<file path="config.mk">
export PLATFORM = sky130hd
export DESIGN_NAME = data_mem_arbiter
export DESIGN_NICKNAME = d
export VERILOG_FILES = /design/src/rtl/data_mem_arbiter_pkg.sv /design/src/rtl/data_mem_arbiter_rr_arbiter2.sv /design/src/rtl/data_mem_arbiter.sv
export SDC_FILE = /design/constraint.sdc
export NUM_CORES = 1
export LEC_CHECK = 0
export BUFFER_PORTS_ARGS = -buffer_cell sky130_fd_sc_hd__buf_2
export CAP_MARGIN = 20
export CORE_MARGIN = 10
export CORE_UTILIZATION = 30
export DETAILED_ROUTE_END_ITERATION = 10
export GPL_ROUTABILITY_DRIVEN = 0
export MAX_ROUTING_LAYER = met4
export SYNTH_ARGS = -nofsm -noshare
export SYNTH_HDL_FRONTEND = slang
export SYNTH_HIERARCHICAL = 1
export SYNTH_SLANG_ARGS = --single-unit
</file>
<file path="constraint.sdc">
create_clock -name CLOCK -period 2.6 [get_ports CLOCK]
set_input_delay 0.52 -clock CLOCK [delete_from_list [all_inputs] [get_ports CLOCK]]
set_output_delay 0.52 -clock CLOCK [all_outputs]
set_load 0.01 [all_outputs]
</file>
<file path="src/rtl/data_mem_arbiter_pkg.sv">
// Shared encodings and default widths for the data memory arbiter.
package data_mem_arbiter_pkg;

   localparam int ADDR_W_DEF = 5;
   localparam int DATA_W_DEF = 32;

   typedef enum logic [1:0] {
      IDLE  = 2'd0,
      ISSUE = 2'd1,
      RESP  = 2'd2
   } state_t;

   typedef enum logic {
      OWN_CORE = 1'b0,
      OWN_DBG  = 1'b1
   } owner_t;

endpackage

</file>
<file path="src/rtl/data_mem_arbiter_rr_arbiter2.sv">
// Two-input round-robin grant: a lone requester always wins, and on a tie
// the requester that was not granted last time wins.
module rr_arbiter2
   import data_mem_arbiter_pkg::*;
(
   input  logic req_core,
   input  logic req_dbg,
   input  logic last_grant,
   output logic gnt_valid,
   output logic gnt_owner
);

   // Grant decode; gnt_owner is only meaningful while gnt_valid is high
   always_comb begin
      gnt_valid = req_core | req_dbg;
      gnt_owner = OWN_CORE;
      if (req_core && req_dbg) begin
         gnt_owner = (last_grant == OWN_CORE) ? OWN_DBG : OWN_CORE;
      end else if (req_dbg) begin
         gnt_owner = OWN_DBG;
      end
   end

endmodule

</file>
<file path="src/rtl/data_mem_arbiter.sv">
// Serialises core and debug accesses onto the single-port data memory.
// One access takes IDLE -> ISSUE -> RESP; all memory-side outputs and acks
// are registered so they are stable for the whole cycle they are valid.
module data_mem_arbiter
   import data_mem_arbiter_pkg::*;
#(
   parameter int ADDR_W = ADDR_W_DEF,
   parameter int DATA_W = DATA_W_DEF
)(
   input  logic              CLOCK,
   input  logic              peripheral_reset,
   input  logic              core_req,
   input  logic              core_we,
   input  logic [ADDR_W-1:0] core_addr,
   input  logic [DATA_W-1:0] core_wdata,
   output logic              core_ack,
   output logic [DATA_W-1:0] core_rdata,
   output logic              core_stall,
   input  logic              dbg_req,
   input  logic              dbg_we,
   input  logic [ADDR_W-1:0] dbg_addr,
   input  logic [DATA_W-1:0] dbg_wdata,
   output logic              dbg_ack,
   output logic [DATA_W-1:0] dbg_rdata,
   output logic              mem_en,
   output logic              mem_rd_en,
   output logic              mem_wr_en,
   output logic [ADDR_W-1:0] mem_addr,
   output logic [DATA_W-1:0] mem_wdata,
   input  logic [DATA_W-1:0] mem_rdata,
   output logic              busy
);

   state_t              state, state_d;
   owner_t              last_grant;
   logic                gnt_valid;
   logic                gnt_owner;

   owner_t              req_owner;
   logic                req_we;
   logic [ADDR_W-1:0]   req_addr;
   logic [DATA_W-1:0]   req_wdata;

   logic                sel_we;
   logic [ADDR_W-1:0]   sel_addr;
   logic [DATA_W-1:0]   sel_wdata;

   logic                latch_en;
   logic                mem_en_d, mem_rd_en_d, mem_wr_en_d;
   logic [ADDR_W-1:0]   mem_addr_d;
   logic [DATA_W-1:0]   mem_wdata_d;
   logic                core_ack_d, dbg_ack_d;

   logic [DATA_W-1:0]   core_rdata_q, dbg_rdata_q;

   rr_arbiter2 u_rr (
      .req_core   (core_req),
      .req_dbg    (dbg_req),
      .last_grant (last_grant),
      .gnt_valid  (gnt_valid),
      .gnt_owner  (gnt_owner)
   );

   // Pick the winning requester's command fields
   always_comb begin
      sel_we    = core_we;
      sel_addr  = core_addr;
      sel_wdata = core_wdata;
      if (gnt_owner == OWN_DBG) begin
         sel_we    = dbg_we;
         sel_addr  = dbg_addr;
         sel_wdata = dbg_wdata;
      end
   end

   // Next state plus the values the registered outputs take next cycle
   always_comb begin
      state_d     = state;
      latch_en    = 1'b0;
      mem_en_d    = 1'b0;
      mem_rd_en_d = 1'b0;
      mem_wr_en_d = 1'b0;
      mem_addr_d  = '0;
      mem_wdata_d = '0;
      core_ack_d  = 1'b0;
      dbg_ack_d   = 1'b0;
      case (state)
         IDLE: begin
            if (gnt_valid) begin
               state_d     = ISSUE;
               latch_en    = 1'b1;
               mem_en_d    = 1'b1;
               mem_wr_en_d = sel_we;
               mem_rd_en_d = ~sel_we;
               mem_addr_d  = sel_addr;
               mem_wdata_d = sel_wdata;
            end
         end
         ISSUE: begin
            state_d    = RESP;
            core_ack_d = (req_owner == OWN_CORE);
            dbg_ack_d  = (req_owner == OWN_DBG);
         end
         RESP:    state_d = IDLE;
         default: state_d = IDLE;
      endcase
   end

   // State, round-robin history and registered memory/ack outputs
   always_ff @(posedge CLOCK) begin
      if (peripheral_reset) begin
         state      <= IDLE;
         last_grant <= OWN_DBG;
         mem_en     <= 1'b0;
         mem_rd_en  <= 1'b0;
         mem_wr_en  <= 1'b0;
         mem_addr   <= '0;
         mem_wdata  <= '0;
         core_ack   <= 1'b0;
         dbg_ack    <= 1'b0;
      end else begin
         state      <= state_d;
         if (latch_en) begin
            last_grant <= owner_t'(gnt_owner);
         end
         mem_en     <= mem_en_d;
         mem_rd_en  <= mem_rd_en_d;
         mem_wr_en  <= mem_wr_en_d;
         mem_addr   <= mem_addr_d;
         mem_wdata  <= mem_wdata_d;
         core_ack   <= core_ack_d;
         dbg_ack    <= dbg_ack_d;
      end
   end

   // Request latch; only read while an access is in flight, so no reset
   always_ff @(posedge CLOCK) begin
      if (latch_en) begin
         req_owner <= owner_t'(gnt_owner);
         req_we    <= sel_we;
         req_addr  <= sel_addr;
         req_wdata <= sel_wdata;
      end
   end

   // Keep the last read word per requester so rdata holds between acks
   always_ff @(posedge CLOCK) begin
      if (peripheral_reset) begin
         core_rdata_q <= '0;
         dbg_rdata_q  <= '0;
      end else if (state == RESP && !req_we) begin
         if (req_owner == OWN_CORE) begin
            core_rdata_q <= mem_rdata;
         end else begin
            dbg_rdata_q  <= mem_rdata;
         end
      end
   end

   // The memory's registered read word arrives in RESP, the same cycle as
   // the ack, so it is forwarded during the ack and held afterwards.
   assign core_rdata = (core_ack && !req_we) ? mem_rdata : core_rdata_q;
   assign dbg_rdata  = (dbg_ack  && !req_we) ? mem_rdata : dbg_rdata_q;
   assign core_stall = core_req & ~core_ack;
   assign busy       = (state != IDLE);

   // req_addr/req_wdata document the access in flight; mem_* carry the copy
   logic unused_ok;
   assign unused_ok = ^{req_addr, req_wdata};

endmodule

</file>
==> flow_metrics.tcl, run 1 <==
set metrics [dict create \
    grt_pass1_vias 4477 \
    synthCells 465 \
    power.density_nw_per_um2 572.4 \
    fp-row-count 47 \
    drc 0 \
    clockRootBuffer "clkbuf_16" \
    yosysWarningCount 6 \
    ys_ff_latch 111 \
    dr_wl_met3_mm 1.365 \
    met2_length_mm 6.613 \
    yosysSeqAreaShare_pct 44.11 \
    drtIter0Drc 81 \
    finalHoldViolations 0 \
    track_usage_pct 13.36 \
    ir_worst_vdd_uv 263.1 \
    synth_area_per_cell_um2 10.93 \
    maxUsedRoutingLayer "met4" \
    firstDrtPassIters 4 \
    yosys.area.top_type_share_pct 42.92 \
    crit_type "register to primary output" \
    viasPerCell 4.457 \
    vias 3998 \
    dieArea_um2 22550 \
    fin_nets 782 \
    drt-met1-wl_mm 6.551 \
    final_common_cell "buf_2" \
    period_share_pct 90.36 \
    worstSkewPairLatency_ps 340 \
    finalNonFillerCells 897 \
    synth_cell_types 24 \
    critPathLaunchType "register" \
    outcome "finished, final reports clean" \
    ant_nets 0 \
    syn_to_final_growth_pct 32.05 \
    drive_gt1_share_pct 46.29 \
    clk_pin_slew_ps 80 \
    antenna_found_initial 3 \
    port_buffers 219 \
    synth_area_leader_cell "dfxtp_1" \
    worstPathArrival_ps 1830 \
    layout_common_cells "buf_2 (219), dfxtp_1 (109), mux2i_1 (102)" \
    drv_cap 0 \
    r2r_setup_slack_ps 910 \
    synth_area_um2 5084 \
    wl_per_cell_um 16.41 \
    end_kind "primary output" \
    critPathMaxFanout 20 \
    grt_max_degree 100 \
    setup_viol 0 \
    grt_overflow 0 \
    finalMaxSlewViolations 0 \
    syn_nets 577 \
    worstMarginPinSlew_ps 460.4 \
    fin_tns_setup_ps 0 \
    ios 220 \
    power.leakage_nw 3.345 \
    grt_first_pass_wirelength_mm 23.31 \
    cts_tree "done" \
    maxSlewHeadroom_pct 69.24 \
    routed_wl_mm 14.72 \
    fmax_ghz 0.4256 \
    dieWidth_um 150.2 \
    hold_class "input pin to register" \
    dp_hpwl_mm 11.35 \
    clk_path_buf_depth 2 \
    htree_levels 3 \
    cts_setup_buffers 0 \
    hold_buffers 0 \
    post-route-min-period_ps 2349 \
    coreArea_um2 16580 \
    cts_buffers 9 \
    cts.sinks 111 \
    required_ps 2080 \
    skew_ps 9.482 \
    rsz0062_at_grt "false" \
    placed_cells 879 \
    initial_core_util_pct 30.65 \
    yosys-top-cells-area "dfxtp_1 (43%), mux2i_1 (20%), mux2_2 (14%)" \
    cts_resized 0 \
    die_h_um 150.2 \
]
-- worst max-delay path: stages, from the launching register on --
cell and delay, ps:
edfxtp_1 470, nand2b_2 180, buf_4 290, mux2_2 390, buf_2 140
-- Yosys cell counts (all sizes together) --
master   count
mux2i      102
clkinv       1
a21boi       1
dfxtp      109
nor2        40
and2         2
nor2b        3
inv          1
nor3b        2
clkbuf      12
or4b         1
nor4b        1
nand2b      97
mux2        65
buf         23
nand4bb      1
edfxtp       2
or2          2
-- cell type report --
cell class                      count  area (um2)
Inverter                            2       8.758
Clock inverter                      3       65.06
Fill cell                        1681        9871
Multi-Input combinational cell    317        2663
Sequential cell                   111        2242
Timing Repair Buffer              229        1184
Tap cell                          220       275.3
Antenna cell                        3       7.507
Clock buffer                       12       267.8
-- power by group --
part / switching [mW] / total, mW / internal [mW]
sequential: 0.0323 / 1.80 / 1.77
combinational: 0.251 / 0.502 / 0.251
clock: 0.612 / 1.54 / 0.924
total: 0.895 / 3.84 / 2.95
-- stage by stage --
stage	area, um2	utilization [%]	setup slack, ps	hold slack [ps]	power, mW
floorplan	5084	-	763.4	445.2	2.131
global placement	6372	38.43	647.4	456.6	2.342
detailed placement	6372	38.43	619.5	466.5	2.358
CTS	6705	40.43	228.2	386.1	3.920
global route	6713	40.48	152.2	389.0	4.017
finish	6713	40.48	250.6	404.6	3.842
-- worst paths after layout --
| check | start | endpoint | cells after the start |
|---|---|---|---|
| min | dbg_wdata[1] | mem_wdata[1] | 3 |
| max reg2reg | req_we | dbg_rdata_q[31] | 3 |
| min reg2reg | core_rdata_q[7] | core_rdata_q[7] | 2 |
| max | req_we | core_rdata[11] | 4 |
-- logic make-up (layout without fill, tap and decap cells) --
group                  count (synthesis)  in the layout  synth area share, %
AND/OR/NAND/NOR                      149            149                17.01
buffers and inverters                 37            246                4.257
flip-flops                           111            111                44.11
other                                  0              3                    0
AO/OA/AOI/OAI                          1              1               0.1477
multiplexers                         167            167                34.48
-- metal layers --
layer | GRT usage, % | vias to the layer above
met1 | 15.58 | 1841
li1 | - | 1981
met3 | 5.102 | 13
met5 | - | -
met4 | 4.227 | 0
met2 | 20.88 | 163
-- state kept, by name, indices dropped and copies added (netlist names) --
signal,flops
dbg_ack,1
mem_wr_en,1
mem_rd_en,1
core_ack,1
mem_addr,5
last_grant,1
core_rdata_q,32
req_we,1
state,2
req_owner,1
mem_en,1
dbg_rdata_q,32
mem_wdata,32
No activity file was read; power rests on OpenSTA's default activity.
==> run 2, diff against run 1 <==
--- a/config.mk
+++ b/config.mk
@@ -9,6 +9,7 @@
 export CAP_MARGIN = 20
 export CORE_MARGIN = 10
 export CORE_UTILIZATION = 30
+export CTS_BUF_LIST = sky130_fd_sc_hd__clkbuf_2
 export DETAILED_ROUTE_END_ITERATION = 10
 export GPL_ROUTABILITY_DRIVEN = 0
 export MAX_ROUTING_LAYER = met4
==> flow_metrics.tcl, run 2 (synthesis results as in run 1) <==
set metrics [dict create \
    outcome "finished, final reports clean" \
    ir_worst_vdd_uv 246.2 \
    cts.sinks 111 \
    end_kind "primary output" \
    grt_pass1_vias 4460 \
    syn_to_final_growth_pct 35.20 \
    drv_cap 0 \
    critPathSlowestCell "edfxtp_1" \
    required_ps 2080 \
    cp_cell_sequence "nand2b_4 > clkbuf_16 > mux2_1 > buf_2" \
    top_regs "core_rdata_q x32, dbg_rdata_q x32, mem_wdata x32" \
    pwr-share-seq_pct 54.5 \
    grt_first_pass_wirelength_mm 23.29 \
    finalHoldViolations 0 \
    viasPerCell 4.466 \
    drc 0 \
    dieWidth_um 150.2 \
    critPathLaunchType "register" \
    fin_nets 785 \
    intPower_mw 2.471 \
    dp_hpwl_mm 11.35 \
    critPathMaxFanout 10 \
    finalMaxSlewViolations 0 \
    maxSlewHeadroom_pct 66.16 \
    setup_viol 0 \
    cpLargestDelayFamily "flip-flops" \
    port_buffers 219 \
    clockRootBuffer "clkbuf_2" \
    worstPathArrival_ps 2010 \
    drive_gt1_share_pct 46.68 \
    wl_per_cell_um 16.71 \
    ant_nets 0 \
    crit_path_max_incr_delay_ps 530 \
    fin_tns_setup_ps 0 \
    crit_buf_inv 2 \
    antenna_found_initial 4 \
    firstDrtPassIters 4 \
    routed_wl_mm 15.05 \
    vias 4024 \
    cts_tree "done" \
    skew_ps 45.40 \
    cts_buffers 9 \
    worstMarginPinSlew_ps 506.5 \
    coreArea_um2 16580 \
    final_common_cell "buf_2" \
    worstSkewPairLatency_ps 610 \
    pwr-share-clk_pct 29.2 \
    grt_max_degree 100 \
    setup_slack_ps 67.47 \
    placed_area_um2 6372 \
    clk_pin_slew_ps 320 \
    die_h_um 150.2 \
    drtIter0Drc 107 \
    ios 220 \
    fp-row-count 47 \
    power.leakage_nw 3.407 \
    htree_levels 3 \
    layout_common_cells "buf_2 (193), dfxtp_1 (109), mux2i_1 (102)" \
    pwr-share-comb_pct 16.3 \
    power.density_nw_per_um2 484.4 \
    crit_type "register to primary output" \
    finalNonFillerCells 901 \
    fmax_ghz 0.3949 \
    switchingPower_uw 858.5 \
    track_usage_pct 13.39 \
    dieArea_um2 22550 \
    hold_class "input pin to register" \
    period_share_pct 97.40 \
    rsz0062_at_grt "true" \
    initial_core_util_pct 30.65 \
    design_area_um2 6873 \
    clk_path_buf_depth 2 \
    place_ws_ps 619.5 \
    switching_share_pct 25.79 \
    grt_overflow 0 \
    placed_cells 879 \
    post-route-min-period_ps 2533 \
]
[run 2: final cells by class]
cell class / instances / area (um2)
well taps: 220 / 275.3
inverters: 2 / 8.758
clock inverters: 5 / 98.84
multi-input cells: 317 / 2739
flip-flops and latches: 111 / 2242
diodes: 4 / 10.01
repair buffers: 232 / 1449
clock buffers: 10 / 50.05
fillers: 1665 / 9711
[run 2: power groups by stage]
stage          clock network (mW)  registers, mW  logic [mW]
2_1_floorplan                   0           1.86       0.272
3_3_place_gp                    0           1.84       0.500
3_5_place_dp                    0           1.84       0.514
4_1_cts                      1.02           1.81       0.520
5_1_grt                      1.08           1.82       0.596
6_report                    0.973           1.81       0.543
[run 2: worst reg2reg max path, stage by stage (launching register included)]
cell,delay (ps)
edfxtp_1,530
nand4bb_4,500
buf_4,400
mux2i_1,170
[run 2: repair_timing]
item | in CTS | in global routing
setup buffers | 1 | 0
hold buffers | 0 | 0
endpoints found under the setup margin | 64 | 64
gates cloned | 0 | 2
resized for setup | 3 | 56
[run 2: path summary, 6_finish.rpt]
kind         cells past startpoint              from  slack [ps]          endpoint
min                              3      dbg_wdata[1]         110      mem_wdata[1]
min reg2reg                      2  core_rdata_q[28]         490  core_rdata_q[28]
max reg2reg                      3            req_we         930    dbg_rdata_q[7]
max                              4            req_we          70     core_rdata[5]
[run 2: layer usage]
layer / track usage (%) / up-vias / wire, um
met5: - / - / 0
met4: 4.519 / 0 / 177
met3: 5.102 / 12 / 1321
met2: 20.81 / 167 / 6850
met1: 15.61 / 1856 / 6702
li1: - / 1989 / -
[run 2: metrics by stage]
stage	hold WS (ps)	util, %	total power, mW
global placement	456.6	38.43	2.342
detailed placement	466.5	38.43	2.358
CTS	24.30	39.44	3.357
finish	110.0	41.44	3.329
global route	21.37	41.44	3.498
floorplan	445.2	-	2.131
==> run 3, diff against run 2 <==
--- a/config.mk
+++ b/config.mk
@@ -12,7 +12,7 @@
 export CTS_BUF_LIST = sky130_fd_sc_hd__clkbuf_2
 export DETAILED_ROUTE_END_ITERATION = 10
 export GPL_ROUTABILITY_DRIVEN = 0
-export MAX_ROUTING_LAYER = met4
+export SETUP_SLACK_MARGIN = 0.4
 export SYNTH_ARGS = -nofsm -noshare
 export SYNTH_HDL_FRONTEND = slang
 export SYNTH_HIERARCHICAL = 1
==> flow_metrics.tcl, run 3 (synthesis results as in run 1) <==
set metrics [dict create \
    worstPathArrival_ps 2000 \
    crit_type "register to primary output" \
    grt_overflow 0 \
    clk_pin_slew_ps 320 \
    drive_gt1_share_pct 46.68 \
    coreArea_um2 16580 \
    drtIter0Drc 91 \
    clk_path_buf_depth 2 \
    grt_pass1_vias 4436 \
    dieArea_um2 22550 \
    track_usage_pct 13.04 \
    critPathLaunch "req_we" \
    crit_buf_inv 2 \
    worstReg2RegStart "req_we" \
    power.leakage_nw 3.414 \
    maxSlewHeadroom_pct 67.05 \
    syn_to_final_growth_pct 35.24 \
    outcome "finished, final reports clean" \
    ir_worst_vdd_uv 247.5 \
    whs_ps 112.6 \
    setup_viol 0 \
    ant_nets 0 \
    crit_path_max_incr_delay_ps 520 \
    hold_class "input pin to register" \
    r2r_setup_slack_ps 930 \
    cpLargestDelayFamily "flip-flops" \
    vias 4009 \
    hold_buffers 0 \
    post-route-min-period_ps 2521 \
    fin_nets 785 \
    fp-row-count 47 \
    min_from "dbg_wdata[1]" \
    finalMaxSlewViolations 0 \
    dp_hpwl_mm 11.35 \
    critPathSlowestCell "edfxtp_1" \
    port_buffers 219 \
    cts.sinks 111 \
    antenna_found_initial 4 \
    htree_levels 3 \
    rsz0062_at_grt "true" \
    die_h_um 150.2 \
    grt_max_degree 100 \
    dieWidth_um 150.2 \
    layout_common_cells "buf_2 (193), dfxtp_1 (109), mux2i_1 (102)" \
    worstMarginPinSlew_ps 493.2 \
    period_share_pct 96.97 \
    placed_cells 879 \
    cts_tree "done" \
    viasPerCell 4.459 \
    routed_wl_mm 15.10 \
    critPathLaunchType "register" \
    setup_slack_ps 78.76 \
    finalNonFillerCells 899 \
    critPathMaxFanout 10 \
    top_regs "core_rdata_q x32, dbg_rdata_q x32, mem_wdata x32" \
    end_kind "primary output" \
    finalHoldViolations 0 \
    placed_area_um2 6372 \
    power.density_nw_per_um2 483.9 \
    ios 220 \
    required_ps 2080 \
    cp_cell_sequence "nand2b_4 > clkbuf_16 > mux2_1 > buf_2" \
    place_ws_ps 619.5 \
    firstDrtPassIters 4 \
    cts_buffers 9 \
    initial_core_util_pct 30.65 \
    finalPower_mw 3.327 \
    fmax_ghz 0.3966 \
    worstSkewPairLatency_ps 610 \
    design_area_um2 6875 \
    drc 0 \
    wl_per_cell_um 16.80 \
    clockRootBuffer "clkbuf_2" \
    final_common_cell "buf_2" \
    skew_ps 46.94 \
    drv_cap 0 \
    grt_first_pass_wirelength_mm 23.45 \
]
run 3: changes by cell type in the layout (fill, tap and decap cells not counted):
cell,delta
mux2_2,-2
mux2_4,+2
diode_2,-2
run 3: through the flow:
| step | util [%] | TNS [ps] |
|---|---|---|
| CTS | 39.67 | 0 |
| floorplan | - | 0 |
| global placement | 38.43 | 0 |
| detailed placement | 38.43 | 0 |
| global route | 41.44 | -3737 |
| finish | 41.46 | 0 |
run 3: final timing paths:
check	end	cells past startpoint
worst max-delay path	core_rdata[5]	4
worst min-delay path	mem_wdata[1]	3
worst max register to register	dbg_rdata_q[7]	3
worst min register to register	core_rdata_q[28]	2
run 3: report_power, final:
group / internal, mW / switching (mW) / leakage, nW
Clock: 0.408 / 0.563 / 0.0894
Combinational: 0.283 / 0.261 / 2.42
Sequential: 1.78 / 0.0322 / 0.906
run 3: final cells by class:
cell class                      instances  area (um2)
Multi-Input combinational cell        317        2746
Tap cell                              220       275.3
Fill cell                            1667        9708
Clock inverter                          5       98.84
Antenna cell                            2       5.005
Inverter                                2       8.758
Clock buffer                           10       50.05
Sequential cell                       111        2242
Timing Repair Buffer                  232        1449
run 3: worst register-to-register path: cells and delay by family (launching register included):
family        cells  cell delay [ps]
buf+inv           1              400
simple gates      1              500
flops             1              520
mux               1              170
run 3: routing by layer:
layer | routed length, um | GRT usage, %
met1 | 6215 | 14.48
met3 | 1777 | 6.933
met5 | 27 | 0
met2 | 6862 | 20.93
met4 | 216 | 4.519
run 3: what timing repair did:
item / CTS / global route
endpoints found under the setup margin: 64 / 64
gates cloned: 0 / 2
setup buffers: 1 / 0
pin swaps: 0 / 0
resized for setup: 12 / 49
